### src/rtl/logic_gates_sweeper_if.sv
// logic_gates_sweeper_if: control, status and gate-block signals of the gate sweeper
interface logic_gates_sweeper_if #(
  parameter int ERR_W = 8
);
  logic iStart;
  logic iLoop;
  logic iAnd;
  logic iOr;
  logic iNot;
  logic oA;
  logic oB;
  logic [1:0] oVecIdx;
  logic oBusy;
  logic oDone;
  logic oPass;
  logic [ERR_W-1:0] oErrCnt;
  logic [2:0] oFailMask;
  modport master (
    output iStart, iLoop, iAnd, iOr, iNot,
    input oA, oB, oVecIdx, oBusy, oDone, oPass, oErrCnt, oFailMask
  );
  modport slave (
    input iStart, iLoop, iAnd, iOr, iNot,
    output oA, oB, oVecIdx, oBusy, oDone, oPass, oErrCnt, oFailMask
  );
endinterface

### src/rtl/logic_gates_sweeper.sv
// logic_gates_sweeper: drives all four gate input vectors, checks the gate outputs and reports errors
module logic_gates_sweeper #(
  parameter int HOLD_CYCLES = 4,
  parameter int ERR_W = 8
) (
  input logic iClk,
  input logic iRst_n,
  logic_gates_sweeper_if.slave bus
);
  typedef enum logic [1:0] {IDLE, DRIVE, DONE} state_t;
  state_t state, stateNext;
  logic [7:0] cnt, cntNext;
  logic [1:0] idx, idxNext;
  logic [ERR_W-1:0] errCnt, errNext;
  logic [2:0] failMask, failNext, expGate, miss;
  logic pass, passNext, sample;
  // State and result registers; reset aborts any sweep and discards its results
  always_ff @(posedge iClk or negedge iRst_n) begin
    if (!iRst_n) begin
      state <= IDLE;
      cnt <= '0;
      idx <= '0;
      errCnt <= '0;
      failMask <= '0;
      pass <= 1'b0;
    end else begin
      state <= stateNext;
      cnt <= cntNext;
      idx <= idxNext;
      errCnt <= errNext;
      failMask <= failNext;
      pass <= passNext;
    end
  end
  // Next state: hold each vector, check gates on the last hold clock, then advance or finish
  always_comb begin
    stateNext = state;
    cntNext = cnt;
    idxNext = idx;
    errNext = errCnt;
    failNext = failMask;
    passNext = pass;
    expGate = {~idx[0], idx[0] | idx[1], idx[0] & idx[1]};
    miss = {bus.iNot, bus.iOr, bus.iAnd} ^ expGate;
    sample = !(cnt < 8'(HOLD_CYCLES - 1));
    case (state)
      DRIVE: begin
        if (!sample) begin
          cntNext = cnt + 8'd1;
        end else begin
          cntNext = '0;
          idxNext = idx + 2'd1;
          errNext = (|miss && errCnt != '1) ? errCnt + ERR_W'(1) : errCnt;
          failNext = failMask | miss;
          if (idx == 2'd3 && !bus.iLoop) begin
            stateNext = DONE;
            passNext = errNext == '0;
          end
        end
      end
      default: begin
        if (bus.iStart) begin
          stateNext = DRIVE;
          cntNext = '0;
          idxNext = '0;
          errNext = '0;
          failNext = '0;
          passNext = 1'b0;
        end
      end
    endcase
  end
  assign bus.oA = idx[0];
  assign bus.oB = idx[1];
  assign bus.oVecIdx = idx;
  assign bus.oBusy = state == DRIVE;
  assign bus.oDone = state == DONE;
  assign bus.oPass = pass;
  assign bus.oErrCnt = errCnt;
  assign bus.oFailMask = failMask;
endmodule

### src/flat_wrapper.sv
// flat-port wrapper written by rule: the top's interface ports become plain ports
module logic_gates_sweeper_flat 
#(
  parameter int HOLD_CYCLES = 4,
  parameter int ERR_W = 8
)
  (iClk, iRst_n, bus_iStart, bus_iLoop, bus_iAnd, bus_iOr, bus_iNot, bus_oA, bus_oB, bus_oVecIdx, bus_oBusy, bus_oDone, bus_oPass, bus_oErrCnt, bus_oFailMask);
  logic_gates_sweeper_if #(.ERR_W(ERR_W)) bus_i ();
  input logic iClk;
  input logic iRst_n;
  input wire logic [$bits(bus_i.iStart)-1:0] bus_iStart;
  input wire logic [$bits(bus_i.iLoop)-1:0] bus_iLoop;
  input wire logic [$bits(bus_i.iAnd)-1:0] bus_iAnd;
  input wire logic [$bits(bus_i.iOr)-1:0] bus_iOr;
  input wire logic [$bits(bus_i.iNot)-1:0] bus_iNot;
  output wire logic [$bits(bus_i.oA)-1:0] bus_oA;
  output wire logic [$bits(bus_i.oB)-1:0] bus_oB;
  output wire logic [$bits(bus_i.oVecIdx)-1:0] bus_oVecIdx;
  output wire logic [$bits(bus_i.oBusy)-1:0] bus_oBusy;
  output wire logic [$bits(bus_i.oDone)-1:0] bus_oDone;
  output wire logic [$bits(bus_i.oPass)-1:0] bus_oPass;
  output wire logic [$bits(bus_i.oErrCnt)-1:0] bus_oErrCnt;
  output wire logic [$bits(bus_i.oFailMask)-1:0] bus_oFailMask;
  assign bus_i.iStart = bus_iStart;
  assign bus_i.iLoop = bus_iLoop;
  assign bus_i.iAnd = bus_iAnd;
  assign bus_i.iOr = bus_iOr;
  assign bus_i.iNot = bus_iNot;
  assign bus_oA = bus_i.oA;
  assign bus_oB = bus_i.oB;
  assign bus_oVecIdx = bus_i.oVecIdx;
  assign bus_oBusy = bus_i.oBusy;
  assign bus_oDone = bus_i.oDone;
  assign bus_oPass = bus_i.oPass;
  assign bus_oErrCnt = bus_i.oErrCnt;
  assign bus_oFailMask = bus_i.oFailMask;
  logic_gates_sweeper #(.HOLD_CYCLES(HOLD_CYCLES), .ERR_W(ERR_W)) u_core (.iClk(iClk), .iRst_n(iRst_n), .bus(bus_i));
endmodule
### config.mk
export PLATFORM = sky130hd
export DESIGN_NAME = logic_gates_sweeper_flat
export DESIGN_NICKNAME = d
export VERILOG_FILES = /design/src/rtl/logic_gates_sweeper_if.sv /design/src/rtl/logic_gates_sweeper.sv /design/src/flat_wrapper.sv
export SDC_FILE = /design/constraint.sdc
export NUM_CORES = 1
export LEC_CHECK = 0
export BUFFER_PORTS_ARGS = -buffer_cell sky130_fd_sc_hd__buf_2
export CAP_MARGIN = 30
export CORE_ASPECT_RATIO = 0.7
export CORE_UTILIZATION = 51
export CTS_BUF_LIST = sky130_fd_sc_hd__clkbuf_4
export DETAILED_ROUTE_END_ITERATION = 6
export MAX_ROUTING_LAYER = met4
export PLACE_DENSITY = 0.84
export SYNTH_ARGS = -nofsm -noshare
export SYNTH_HDL_FRONTEND = slang
export SYNTH_SLANG_ARGS = --single-unit
### constraint.sdc
create_clock -name iClk -period 2.16 [get_ports iClk]
set_clock_uncertainty 0.2 [all_clocks]
set_input_delay 0.108 -clock iClk [delete_from_list [all_inputs] [get_ports iClk]]
set_output_delay 0.108 -clock iClk [all_outputs]
set_load 0.005 [all_outputs]
==> flow_summary.json, run 1 <==
{
  "routed_wl_um": 3280,
  "synth_area_leaders": "dfrtp_1, a21oi_1, o21ai_0",
  "finalSetupViolCount": 1,
  "dp_slack_ns": -0.106,
  "die_w_um": 62.4,
  "timing.rr.end": "u_core.bus.oPass",
  "crit_type": "reg2reg",
  "regArea_um2": 603,
  "clock.fmax_ghz": 0.441,
  "cts_buffer_depth": 2,
  "yosysWarnings": 0,
  "drc": 0,
  "reg2regPathDepth": 7,
  "coreArea_um2": 2280,
  "dr.pass1.iters": 4,
  "postSynth.asyncResetShare": 1.00,
  "cts_tree": "done",
  "gp_congestion": 0.887,
  "syn-num-nets": 144,
  "grt_pass1_vias": 1132,
  "outcome": "finished with violations",
  "power.leakage_nw": 0.766,
  "ys_seq_area_frac": 0.462,
  "design_area_um2": 1680,
  "die_area_um2": 2760,
  "dp_hpwl_um": 2300,
  "routed_via_density": 5.91,
  "maxCapViolations": 0,
  "final.setup.worst_slack_ns": -0.108,
  "syn_area_um2": 1300,
  "ys.flop_type": "dfrtp_1",
  "drtAntennaViolNets": 0,
  "dr_total_vias": 1194,
  "worst_ep_arrival_time_ns": 2.29,
  "cp-end-kind": "register",
  "synth_top_cell_by_area": "dfrtp_1",
  "synth_top_area_share": 0.462,
  "required_ns": 2.19,
  "clock_latency_ns": 0.32,
  "track_usage": 0.264,
  "portBuffers": 24,
  "ios": 25,
  "cp_max_fo": 5,
  "n_antenna_cell": 0,
  "wl_per_cell_um": 16.2,
  "fin_crit_ns": 2.27,
  "hold_viol_final": 0,
  "path_clk_slew_ns": 0.13,
  "yosysMostFrequentCell": "dfrtp_1",
  "finalCritPeriodShare": 1.05,
  "violations": "negative setup slack",
  "critPathLaunchType": "register",
  "fp.dieH_um": 44.3,
  "drive_above_1_share": 0.359,
  "syn_avg_cell_area_um2": 9.78,
  "cts_htree_levels": 1,
  "root_buffer": "clkbuf_4",
  "start_util": 0.571,
  "antenna_found_initial": 0,
  "grt_overflow": 0,
  "synth_edf_count": 0,
  "ys_ff_latch": 24,
  "numCtsBuffers": 3,
  "rsz0062_at_grt": "true",
  "ir_worst_vdd_mv": 0.826,
  "endpoint": "u_core.bus.oPass",
  "rows": 14,
  "multiInputGateArea_um2": 743,
  "setup-tns-final_ns": -0.108,
  "tightest_slew_ns": 0.595,
  "finish.net_count": 182,
  "grt_start_max_net_pins": 25,
  "min_path_type": "in2reg",
  "worst-r2r-setup-slack_ns": -0.11,
  "cp-startpoint": "u_core.bus.oVecIdx[0]",
  "grt_pass1_wl_um": 5230,
  "power_density_nw_per_um2": 1120,
  "hold_ws_ns": 0.0447,
  "synth_commonest_cells": "dfrtp_1, a21oi_1, o21ai_0",
  "r2r_start": "u_core.bus.oVecIdx[0]",
  "drt_iter0_markers": 65,
  "n_fill_cell": 170,
  "relSlewSlack": 0.600,
  "area_delta_synth_final_pct": 28.8,
  "syn-instance-count": 133,
  "synth.distinct_cells": 42,
  "slew_violations": 0,
  "placed_cell_area_um2": 1490,
  "cts.sinks": 24
}
==> flip-flops by register name (all words and copies together) (netlist names) <==
name and count:
u_core.bus.oVecIdx 2, u_core.cnt 8, u_core.state 2, u_core.bus.oPass 1
u_core.bus.oErrCnt 8, u_core.bus.oFailMask 3
==> power by group <==
part	internal [mW]	switching, mW	total, mW
sequential	0.549	0.0920	0.641
combinational	0.470	0.545	1.02
clock	0.0849	0.139	0.224
==> kinds of logic after synthesis <==
family / count (synthesis) / synth area share
buf+inv: 14 / 0.0538
simple gates: 40 / 0.176
fa+ha+maj: 4 / 0.0385
compound gates: 42 / 0.207
xor+xnor: 7 / 0.0471
mux: 2 / 0.0163
flops: 24 / 0.462
==> placed cells by master (no fill, tap or decap), drive strengths merged, types with 2 or more instances in the layout <==
| master | instances |
|---|---|
| nor3 | 2 |
| nor2 | 4 |
| and2 | 7 |
| xnor2 | 4 |
| nand3 | 6 |
| buf | 36 |
| ha | 4 |
| inv | 8 |
| a22o | 2 |
| o21ai | 14 |
| a31oi | 4 |
| dfrtp | 24 |
| a21oi | 13 |
| nand2b | 2 |
| and3 | 3 |
| xor2 | 3 |
| dlygate4sd3 | 2 |
| clkbuf | 4 |
| nand2 | 9 |
| nand4 | 3 |
==> timing repair <==
item                                    in CTS  in global routing
hold buffers                                 2                  0
gates resized for setup                     13                  6
hold endpoints to repair                    29                  0
cloned                                       0                  1
pin swaps                                    4                  0
setup buffers                                1                  2
endpoints found under the setup margin       6                  5
==> critical path, cell delays in order, from the launching register on <==
cell and delay (ns):
dfrtp_2 0.46, inv_2 0.07, ha_4 0.17, xor2_2 0.16
a311oi_2 0.27, mux2i_1 0.35, o221ai_2 0.17, o41ai_2 0.33
==> metal layers <==
metal,GRT usage,part of all wire,up-vias
li1,-,-,553
met1,0.326,0.42,550
met2,0.431,0.46,79
met3,0.0541,0.10,12
met4,0.121,0.017,0
met5,-,0,-
==> cell type report <==
type / instances / area share
Timing Repair Buffer: 38 / 0.137
Tap cell: 32 / 0.0239
Inverter: 8 / 0.0179
Multi-Input combinational cell: 96 / 0.443
Clock buffer: 4 / 0.0179
Sequential cell: 24 / 0.360
==> stage by stage <==
stage	total power [mW]	utilization	instances
2_1_floorplan	1.16	-	133
3_3_place_gp	1.42	0.654	192
3_5_place_dp	1.46	0.654	192
4_1_cts	1.78	0.709	199
5_1_grt	2.00	0.736	202
6_report	1.88	0.736	202
==> worst min-delay path by stage <==
stage                     cells after the start                      end  slack (ns)       from
after floorplan                               0    u_core.bus.oErrCnt[0]       -0.39     iRst_n
after global placement                        1            u_core.cnt[0]       -0.09     iRst_n
after detailed placement                      1          u_core.state[1]       -0.08     iRst_n
after CTS                                     5         u_core.bus.oPass       0.004  bus_iLoop
after global routing                          4  u_core.bus.oFailMask[1]        0.08    bus_iOr
final                                         4  u_core.bus.oFailMask[1]        0.04    bus_iOr
No activity file was read; power rests on OpenSTA's default activity.
==> inputs of run 2 (changes only) <==
--- a/config.mk
+++ b/config.mk
@@ -13,6 +13,7 @@
 export DETAILED_ROUTE_END_ITERATION = 6
 export MAX_ROUTING_LAYER = met4
 export PLACE_DENSITY = 0.84
+export RECOVER_POWER = 50
 export SYNTH_ARGS = -nofsm -noshare
 export SYNTH_HDL_FRONTEND = slang
 export SYNTH_SLANG_ARGS = --single-unit
==> flow_summary.json, run 2 (same netlist as run 1, synthesis figures left out) <==
{
  "area_delta_synth_final_pct": 28.7,
  "hold_ws_ns": 0.0445,
  "finish.net_count": 182,
  "ir_worst_vdd_mv": 0.826,
  "die_area_um2": 2760,
  "finalSetupViolCount": 1,
  "n_fill_cell": 172,
  "hold_viol_final": 0,
  "slowest_stage": "dfrtp_2",
  "drtAntennaViolNets": 0,
  "clock.fmax_ghz": 0.444,
  "maxCapViolations": 0,
  "min_path_type": "in2reg",
  "worst_ep_arrival_time_ns": 2.28,
  "cts_htree_levels": 1,
  "routed_wl_um": 3250,
  "routed_via_density": 5.76,
  "root_buffer": "clkbuf_4",
  "drt_iter0_markers": 44,
  "path_clk_slew_ns": 0.13,
  "wl_per_cell_um": 16.1,
  "dr.pass1.iters": 5,
  "coreArea_um2": 2280,
  "clock_latency_ns": 0.32,
  "cts_buffer_depth": 2,
  "dr_total_vias": 1164,
  "finalCritPeriodShare": 1.04,
  "die_w_um": 62.4,
  "tightest_slew_ns": 1.30,
  "cts.sinks": 24,
  "critPathLaunchType": "register",
  "cts_tree": "done",
  "rsz0062_at_grt": "true",
  "crit_buf_inv": 1,
  "power.leakage_nw": 0.759,
  "cp_max_fo": 5,
  "final_cell_mix": "buf_2, dfrtp_1, o21ai_0, a21oi_1, buf_4",
  "power_density_nw_per_um2": 1120,
  "portBuffers": 24,
  "cp_cell_sequence": "inv_2, ha_4, xor2_2, a311oi_2, mux2i_1, o221ai_2, o41ai_2",
  "grt_overflow": 0,
  "gp_congestion": 0.887,
  "antenna_found_initial": 0,
  "cp-end-kind": "register",
  "n_antenna_cell": 0,
  "relSlewSlack": 0.133,
  "grt_pass1_vias": 1132,
  "fp.dieH_um": 44.3,
  "grt_start_max_net_pins": 25,
  "violations": "negative setup slack",
  "slew_violations": 0,
  "drc": 0,
  "required_ns": 2.19,
  "p_total_mw": 1.87,
  "start_util": 0.571,
  "ios": 25,
  "track_usage": 0.264,
  "crit_family": "compound AO/OA/AOI/OAI gates",
  "fin_crit_ns": 2.25,
  "crit_type": "reg2reg",
  "max_stage_delay_ns": 0.46,
  "numCtsBuffers": 3,
  "rows": 14,
  "grt_pass1_wl_um": 5230,
  "dp_hpwl_um": 2300,
  "final.setup.worst_slack_ns": -0.0920,
  "outcome": "finished with violations",
  "drive_above_1_share": 0.347
}
## run 2: cell types whose count changed in the layout (fill, tap and decap cells not counted), sizes merged
cell / change
buf: -2
clkbuf: +2
## run 2: layout make-up
class	count	area [µm²]	share of cell area
clock buffer	4	30.0	0.0179
sequential	24	603	0.360
tap	32	40.0	0.0239
multi-input combinational	96	743	0.444
inverter	8	30.0	0.0179
timing repair buffer	38	228	0.136
## run 2: worst paths after layout
path / startpoint / slack [ns] / depth (start not counted) / to
max: u_core.bus.oVecIdx[0] / -0.09 / 7 / u_core.bus.oPass
min: bus_iOr / 0.04 / 4 / u_core.bus.oFailMask[1]
min in group asynchronous: iRst_n / 0.38 / 2 / u_core.bus.oFailMask[0]
max in group asynchronous: iRst_n / 0.53 / 2 / u_core.bus.oVecIdx[0]
max reg2reg: u_core.bus.oVecIdx[0] / -0.09 / 7 / u_core.bus.oPass
min reg2reg: u_core.cnt[2] / 0.31 / 1 / u_core.cnt[2]
## run 2: layer usage
metal | GRT usage | part of all wire
met1 | 0.326 | 0.45
met2 | 0.431 | 0.46
met3 | 0.0541 | 0.071
met4 | 0.121 | 0.022
met5 | - | 0
## run 2: where the power goes
group / total [mW] / internal [mW] / switching, mW / leakage (nW)
logic: 1.01 / 0.468 / 0.541 / 0.435
registers: 0.641 / 0.549 / 0.0922 / 0.306
clock network: 0.224 / 0.0849 / 0.139 / 0.0184
total: 1.87 / 1.10 / 0.773 / 0.759
## run 2: timing repair
item,in CTS,in global routing
pin swaps,4,0
hold buffers,2,0
setup endpoints to repair,6,5
cloned,0,1
resized for setup,13,6
buffers inserted,1,2
hold endpoints to repair,29,0
## run 2: worst reg2reg max path: stages, from the launching register on
cell and delay [ns]:
dfrtp_2 0.46, inv_2 0.07, ha_4 0.17, xor2_2 0.16
a311oi_2 0.27, mux2i_1 0.34, o221ai_2 0.17, o41ai_2 0.33
## run 2: through the flow
step	cell area, µm²	util	instances	setup slack (ns)	TNS (ns)
2_1_floorplan	1300	-	133	0.0208	0
6_report	1670	0.735	202	-0.0920	-0.0920
3_3_place_gp	1490	0.654	192	-0.00394	-0.00394
3_5_place_dp	1490	0.654	192	-0.106	-0.238
4_1_cts	1610	0.709	199	-0.00481	-0.00481
5_1_grt	1670	0.735	202	-0.197	-0.249
==> inputs of run 3 (changes only) <==
--- a/config.mk
+++ b/config.mk
@@ -8,11 +8,11 @@
 export BUFFER_PORTS_ARGS = -buffer_cell sky130_fd_sc_hd__buf_2
 export CAP_MARGIN = 30
 export CORE_ASPECT_RATIO = 0.7
-export CORE_UTILIZATION = 51
+export CORE_UTILIZATION = 56
 export CTS_BUF_LIST = sky130_fd_sc_hd__clkbuf_4
 export DETAILED_ROUTE_END_ITERATION = 6
 export MAX_ROUTING_LAYER = met4
-export PLACE_DENSITY = 0.84
+export PLACE_DENSITY = 0.88
 export RECOVER_POWER = 50
 export SYNTH_ARGS = -nofsm -noshare
 export SYNTH_HDL_FRONTEND = slang
==> constraint.sdc (replaced) <==
create_clock -name iClk -period 2.4 [get_ports iClk]
set_clock_uncertainty 0.2 [all_clocks]
set_input_delay 0.12 -clock iClk [delete_from_list [all_inputs] [get_ports iClk]]
set_output_delay 0.12 -clock iClk [all_outputs]
set_load 0.005 [all_outputs]
==> flow_summary.json, run 3 (same netlist as run 1, synthesis figures left out) <==
{
  "final_common_cell": "dfrtp_1",
  "worst-r2r-setup-slack_ns": 0.06,
  "rows": 14,
  "drtAntennaViolNets": 0,
  "reg2regPathDepth": 7,
  "clock.fmax_ghz": 0.427,
  "numCtsBuffers": 3,
  "portBuffers": 24,
  "slowest_stage": "dfrtp_1",
  "die_area_um2": 2520,
  "ir_worst_vdd_mv": 0.539,
  "routed_wl_um": 2960,
  "cp_max_fo": 5,
  "coreArea_um2": 2170,
  "timing.rr.end": "u_core.bus.oPass",
  "area_delta_synth_final_pct": 15.7,
  "relSlewSlack": 0.145,
  "n_antenna_cell": 0,
  "hold_end": "u_core.bus.oFailMask[1]",
  "finalSetupViolCount": 0,
  "maxCapViolations": 0,
  "n_fill_cell": 184,
  "start_util": 0.599,
  "multiInputGateArea_um2": 637,
  "clock_latency_ns": 0.31,
  "root_buffer": "clkbuf_4",
  "regArea_um2": 601,
  "fin_util": 0.693,
  "hold_path_depth": 4,
  "antenna_found_initial": 0,
  "worst_ep_arrival_time_ns": 2.36,
  "fin_crit_ns": 2.34,
  "ios": 25,
  "die_w_um": 59.6,
  "cp-end-kind": "register",
  "slew_violations": 0,
  "dr_total_vias": 1131,
  "critPathLaunchType": "register",
  "routed_via_density": 5.86,
  "drt_iter0_markers": 33,
  "p_total_mw": 1.45,
  "path_clk_slew_ns": 0.12,
  "cts_htree_levels": 1,
  "cts.sinks": 24,
  "gp_congestion": 0.942,
  "dp_hpwl_um": 2190,
  "hold_viol_final": 0,
  "tightest_slew_ns": 1.28,
  "final_cell_mix": "dfrtp_1, buf_2, o21ai_0, a21oi_1, nand2_1",
  "cp-startpoint": "u_core.bus.oVecIdx[1]",
  "setup-tns-final_ns": 0,
  "drc": 0,
  "cp_cell_sequence": "inv_1, ha_1, xor2_1, a311oi_2, mux2i_1, o221ai_1, o41ai_2",
  "outcome": "finished, final reports clean",
  "grt_overflow": 0,
  "track_usage": 0.265,
  "dr.pass1.iters": 4,
  "min_path_type": "in2reg",
  "required_ns": 2.42,
  "cts_buffer_depth": 2,
  "drive_above_1_share": 0.230,
  "max_stage_delay_ns": 0.43,
  "power_density_nw_per_um2": 962,
  "finish.net_count": 174,
  "grt_pass1_vias": 1046,
  "cts_tree": "done",
  "grt_start_max_net_pins": 25,
  "wl_per_cell_um": 15.3,
  "hold_path_startpoint": "bus_iOr",
  "power.leakage_nw": 0.704,
  "r2r_start": "u_core.bus.oVecIdx[1]",
  "fp.dieH_um": 42.3,
  "finalCritPeriodShare": 0.975,
  "crit_type": "reg2reg",
  "grt_pass1_wl_um": 4660
}
## run 3: routing by layer
layer	vias to the layer above	wire length [µm]	global-route usage
met5	-	0	-
li1	537	-	-
met4	0	41	0.112
met2	61	1350	0.371
met1	529	1340	0.372
met3	4	224	0.0617
## run 3: area by class of cell
class / instances / share of cell area
timing repair buffer: 31 / 0.116
inverter: 8 / 0.0200
clock buffer: 3 / 0.0150
tap: 32 / 0.0266
sequential: 24 / 0.399
multi-input combinational: 95 / 0.423
## run 3: what timing repair did
item	in CTS	in global routing
hold buffers	2	0
endpoints found under the hold margin	29	0
buffers inserted	0	1
resized for setup	0	1
setup endpoints to repair	0	1
## run 3: worst max-delay path by stage
stage                             endpoint  slack (ns)  cells past startpoint
after floorplan           u_core.bus.oPass        0.21                      7
after global placement    u_core.bus.oPass        0.22                      6
after detailed placement  u_core.bus.oPass        0.08                      7
after CTS                 u_core.bus.oPass        0.03                      7
after global routing      u_core.bus.oPass       -0.01                      7
final                     u_core.bus.oPass        0.06                      7
## run 3: stage by stage
| stage | hold WS, ns | std cells | setup WS (ns) | area (µm²) |
|---|---|---|---|---|
| floorplan | -0.376 | 133 | 0.207 | 1300 |
| global placement | -0.0791 | 187 | 0.223 | 1450 |
| detailed placement | -0.0676 | 187 | 0.0757 | 1450 |
| CTS | 0.0329 | 192 | 0.0315 | 1490 |
| global route | 0.0528 | 193 | -0.0115 | 1510 |
| finish | 0.0394 | 193 | 0.0601 | 1510 |
## run 3: worst max-delay path, delay by kind of cell, from the launching register on
kind                     cells  cell delay (ns)
flip-flops                   1             0.43
adder cells (fa/ha/maj)      1             0.23
AO/OA/AOI/OAI                3             0.84
buffers and inverters        1             0.06
XOR/XNOR                     1             0.19
multiplexers                 1             0.30
## run 3: where the power goes
| group | internal, mW | switching (mW) | total, mW |
|---|---|---|---|
| Combinational | 0.297 | 0.418 | 0.715 |
| Clock | 0.0586 | 0.112 | 0.171 |
| Sequential | 0.491 | 0.0708 | 0.562 |
| Total | 0.847 | 0.601 | 1.45 |
